### src/rtl/encrypt_seq.sv
// encrypt_seq: four-round byte permute/XOR cipher sequencer with a valid/ready handshake on each side.
// Define ENCRYPT_CONFIG_MODE_EN to make the permutation and key registers writable over cfg_*.
module encrypt_seq #(
  parameter int CNT_W = 16
) (
  input  logic             clk,
  input  logic             n_rst,
  input  logic             in_valid,
  output logic             in_ready,
  input  logic [7:0]       in_data,
  input  logic             mode,
  output logic             out_valid,
  input  logic             out_ready,
  output logic [7:0]       out_data,
  output logic             busy,
  input  logic             cfg_we,
  input  logic [3:0]       cfg_addr,
  input  logic [7:0]       cfg_wdata,
  output logic             cfg_err,
  output logic [CNT_W-1:0] blk_cnt
);
  localparam logic [2:0] IDLE = 3'd0;
  localparam logic [2:0] R1   = 3'd1;
  localparam logic [2:0] R2   = 3'd2;
  localparam logic [2:0] R3   = 3'd3;
  localparam logic [2:0] R4   = 3'd4;
  localparam logic [2:0] DONE = 3'd5;
  localparam logic [7:0] KEY1_RST = 8'hDE;
  localparam logic [7:0] KEY2_RST = 8'hAD;
  localparam logic [7:0] KEY3_RST = 8'hBE;
  logic [2:0]       state_q, state_d;
  logic [7:0]       work_q, work_d;
  logic             mode_q, mode_d;
  logic [CNT_W-1:0] cnt_q, cnt_d;
  logic [2:0]       perm [8];
  logic [7:0]       key1, key2, key3;
  logic [7:0]       fwd_perm, inv_perm;
  assign in_ready  = state_q == IDLE;
  assign out_valid = state_q == DONE;
  assign busy      = state_q != IDLE;
  assign out_data  = work_q;
  assign blk_cnt   = cnt_q;
`ifdef ENCRYPT_CONFIG_MODE_EN
  logic cfg_err_q;
  assign cfg_err = cfg_err_q;
  always_ff @(posedge clk or negedge n_rst) begin
    if (!n_rst) begin
      for (int i = 0; i < 8; i++) perm[i] <= 3'(7 - i);
      key1      <= KEY1_RST;
      key2      <= KEY2_RST;
      key3      <= KEY3_RST;
      cfg_err_q <= 1'b0;
    end else begin
      cfg_err_q <= cfg_we && (busy || cfg_addr > 4'd10);
      if (cfg_we && !busy) begin
        if (cfg_addr < 4'd8) perm[cfg_addr[2:0]] <= cfg_wdata[2:0];
        if (cfg_addr == 4'd8) key1 <= cfg_wdata;
        if (cfg_addr == 4'd9) key2 <= cfg_wdata;
        if (cfg_addr == 4'd10) key3 <= cfg_wdata;
      end
    end
  end
`else
  logic cfg_unused;
  assign cfg_unused = ^{cfg_we, cfg_addr, cfg_wdata};
  assign cfg_err    = 1'b0;
  assign key1       = KEY1_RST;
  assign key2       = KEY2_RST;
  assign key3       = KEY3_RST;
  always_comb begin
    for (int i = 0; i < 8; i++) perm[i] = 3'(7 - i);
  end
`endif
  // A non-bijective table lets later entries overwrite earlier ones in the inverse.
  always_comb begin
    fwd_perm = '0;
    inv_perm = '0;
    for (int i = 0; i < 8; i++) begin
      fwd_perm[i]       = work_q[perm[i]];
      inv_perm[perm[i]] = work_q[i];
    end
  end
  always_comb begin
    state_d = state_q;
    work_d  = work_q;
    mode_d  = mode_q;
    cnt_d   = cnt_q;
    case (state_q)
      IDLE: if (in_valid) begin
        state_d = R1;
        work_d  = in_data;
        mode_d  = mode;
      end
      R1: begin
        state_d = R2;
        work_d  = mode_q ? work_q ^ key3 : fwd_perm;
      end
      R2: begin
        state_d = R3;
        work_d  = work_q ^ (mode_q ? key2 : key1);
      end
      R3: begin
        state_d = R4;
        work_d  = work_q ^ (mode_q ? key1 : key2);
      end
      R4: begin
        state_d = DONE;
        work_d  = mode_q ? inv_perm : work_q ^ key3;
      end
      DONE: if (out_ready) begin
        state_d = IDLE;
        cnt_d   = cnt_q + CNT_W'(1);
      end
      default: state_d = IDLE;
    endcase
  end
  always_ff @(posedge clk or negedge n_rst) begin
    if (!n_rst) begin
      state_q <= IDLE;
      work_q  <= '0;
      mode_q  <= 1'b0;
      cnt_q   <= '0;
    end else begin
      state_q <= state_d;
      work_q  <= work_d;
      mode_q  <= mode_d;
      cnt_q   <= cnt_d;
    end
  end
endmodule

### config.mk
export PLATFORM = sky130hd
export DESIGN_NAME = encrypt_seq
export DESIGN_NICKNAME = d
export VERILOG_FILES = /design/src/rtl/encrypt_seq.sv
export SDC_FILE = /design/constraint.sdc
export NUM_CORES = 1
export LEC_CHECK = 0
export CORE_MARGIN = 10
export CORE_UTILIZATION = 25
export DETAILED_ROUTE_END_ITERATION = 10
export PLACE_DENSITY_LB_ADDON = 0.3
export SYNTH_ARGS = -nofsm -noshare
export SYNTH_HDL_FRONTEND = slang
export SYNTH_SLANG_ARGS = --single-unit
### constraint.sdc
create_clock -name clk -period 3 [get_ports clk]
set_input_delay 0.45 -clock clk [delete_from_list [all_inputs] [get_ports clk]]
set_output_delay 0.45 -clock clk [all_outputs]
set_load 0.01 [all_outputs]
==> impl_metrics.py <==
metrics = {
    "die": {
        "fp.dieArea_um2": 11300,
        "core_um2": 7250,
        "initial_core_util": 0.257,
        "die-height_um": 106,
        "die_x_um": 106,
        "rows": 31,
        "pin_count": 54,
    },
    "cts": {
        "cts_made_buffers": 3,
        "cts_tree": "yes",
        "holdBufCountCts": 0,
        "cts_root_buf": "clkbuf_8",
        "cts_setup_buffers": 0,
        "clk_pin_slew_ns": 0.10,
        "cts_buffer_depth": 2,
        "clock_latency_ns": 0.27,
        "cts_sinks": 28,
        "cts_resized": 0,
        "htree_levels": 1,
    },
    "synth": {
        "synth.avg_cell_area_um2": 9.13,
        "async_reset_ff_frac": 1.00,
        "synth_edf_count": 0,
        "yosys_most_used_dff": "dfrtp_1",
        "yosysSeqAreaShare": 0.376,
        "syn_inst": 204,
        "yosysUniqueCellTypes": 50,
        "syn_area_um2": 1860,
        "yosys_warnings": 0,
        "ys_ff_latch": 28,
        "synth_nets": 231,
    },
    "global_routing": {
        "grt_antenna_before_repair": 0,
        "first_global_vias": 1563,
        "grt_usage": 0.0863,
        "grt_start_max_net_pins": 32,
        "grt_pass1_wl_um": 8290,
        "grt-ovfl-total": 0,
    },
    "setup_path": {
        "critPathLaunchType": "flop",
        "cp-end-kind": "output port",
        "arrival_ns": 1.98,
        "cp_max_fo": 13,
        "path_class": "reg -> out",
        "cp.required_ns": 2.55,
    },
    "timing": {
        "hold_slack_ns": 0.498,
        "finalCritPeriodShare": 0.812,
        "clock.fmax_ghz": 0.411,
        "maxSlewViolCount": 0,
        "setup_viol": 0,
        "fin_setup_tns_ns": 0,
        "period_minus_slack_ns": 2.43,
        "relSlewSlack": 0.602,
        "final-hold-violation-count": 0,
        "rsz0062_at_grt": "no",
        "worst_pin_slew_ns": 0.593,
        "finClkSkew_ns": 0.00293,
    },
    "job": {
        "drv_cap": 0,
    },
    "drt": {
        "wl_per_cell_um": 14.3,
        "dr.pass1.iters": 4,
        "drc": 0,
        "drtIter0Drc": 178,
        "ant_nets": 0,
        "vias_per_cell": 4.75,
        "dr_total_vias": 1601,
        "wl_um": 4820,
    },
    "power": {
        "p_clk_frac": 0.136,
        "p_comb_frac": 0.555,
        "peakVddDrop_uv": 284,
        "p_per_area_nw_per_um2": 916,
        "intPower_mw": 1.29,
        "switching_power_mw": 0.915,
        "p_sw_frac": 0.414,
        "seqPwrFrac": 0.309,
        "p_leak_nw": 0.951,
    },
    "outcome": {
        "status": "finished clean",
    },
    "hold_path": {
        "hold_path.class": "reg -> reg",
    },
    "placed_design": {
        "routabilityCongestion": 0.712,
        "port_buffers": 39,
        "hpwl_um": 3520,
    },
    "finish": {
        "layout.filler_cells": 778,
        "final_layout_size_suffix_gt1_frac": 0.0756,
        "n_antenna_cell": 0,
        "syn2layout_area_growth_pct": 29.4,
        "multi_input_area_um2": 1060,
        "area.sequential_um2": 701,
        "fin_nets": 266,
    },
}
[registers in the layout (all words and copies together), names as in the netlist]
register / flops
mode_q: 1
out_data: 8
state_q: 3
blk_cnt: 16
[power by group through the flow]
stage	clock, mW	combinational [mW]	sequential, mW
after global routing	0.326	1.38	0.711
final	0.300	1.23	0.682
after detailed placement	0	1.25	0.692
after CTS	0.311	1.25	0.685
after global placement	0	1.23	0.687
after floorplan	0	0.876	0.652
[layer usage]
layer,up-vias,part of all wire,GRT usage
met4,0,0.011,0.0261
met5,-,0,0
li1,800,-,-
met1,777,0.46,0.115
met2,20,0.51,0.142
met3,4,0.027,0.0103
[final timing paths]
check	end	slack (ns)	cells after the start	startpoint
max	out_valid	0.57	4	state_q[1]
min	blk_cnt[15]	0.50	1	blk_cnt[15]
max reg2reg	out_data[7]	1.11	5	state_q[1]
min reg2reg	blk_cnt[15]	0.50	1	blk_cnt[15]
max in group asynchronous	out_data[3]	2.18	2	n_rst
min in group asynchronous	blk_cnt[13]	0.55	2	n_rst
[Yosys cell counts, types with 3 or more instances]
master,instances,area share
o21ai_0,16,0.043
nor2_1,4,0.0081
nand2_1,22,0.044
a21oi_1,6,0.016
mux2i_1,3,0.016
nand4_1,4,0.013
nor3_1,5,0.013
nor3b_1,4,0.016
and4b_1,3,0.016
a211oi_1,4,0.016
xnor2_1,16,0.075
buf_2,9,0.024
dfrtp_1,28,0.38
inv_1,7,0.014
o21ai_1,3,0.0081
nand3_1,4,0.011
nor2b_1,13,0.044
xor2_1,3,0.014
buf_4,3,0.012
and3_1,3,0.010
a211o_1,3,0.014
mux2_2,3,0.018
[kinds of logic (layout without fill, tap and decap cells)]
| group | after synthesis | after routing | synth area share |
|---|---|---|---|
| other | 1 | 1 | 0.00201 |
| muxes | 6 | 6 | 0.0343 |
| adders and majority gates | 1 | 1 | 0.00671 |
| xor gates and xnor gates | 19 | 19 | 0.0893 |
| DFF | 28 | 28 | 0.376 |
| buffers and inverters | 21 | 55 | 0.0544 |
| AOI/OAI and AO/OA | 56 | 56 | 0.206 |
| and+or+nand+nor | 72 | 72 | 0.231 |
[metrics by stage]
step	utilization	instances	cell area (um^2)	power [mW]	setup slack [ns]
2_1_floorplan	-	204	1860	1.53	1.46
3_3_place_gp	0.323	333	2340	1.92	0.860
3_5_place_dp	0.323	333	2340	1.94	0.829
4_1_cts	0.332	337	2410	2.25	0.503
5_1_grt	0.332	337	2410	2.41	0.373
6_report	0.332	337	2410	2.21	0.565
[cells in the final DEF, fill, tap and decap left out, drive strengths merged, types with 4 or more instances in the layout]
| cell type | instances |
|---|---|
| clkdlybuf4s50 | 39 |
| dfrtp | 28 |
| nand2 | 22 |
| o21ai | 19 |
| xnor2 | 16 |
| nor2b | 13 |
| inv | 7 |
| nor3 | 7 |
| a21oi | 6 |
| buf | 5 |
| a211oi | 4 |
| nor2 | 4 |
| nor3b | 4 |
| nand4 | 4 |
| nand3 | 4 |
[worst max-delay path, cell delays in order, from the launching register on]
cell and delay (ns):
dfrtp_1 0.53, nor2b_1 0.41, nand2_1 0.13, inv_1 0.10, clkdlybuf4s50_1 0.54
[layout make-up]
cell class / count / area share
tap: 99 / 0.0514
clock buffer: 3 / 0.0171
timing repair buffer: 44 / 0.177
clock inverter: 1 / 0.0125
inverter: 7 / 0.0109
sequential: 28 / 0.291
multi-input combinational: 155 / 0.440
No activity file was read; power rests on OpenSTA's default activity.
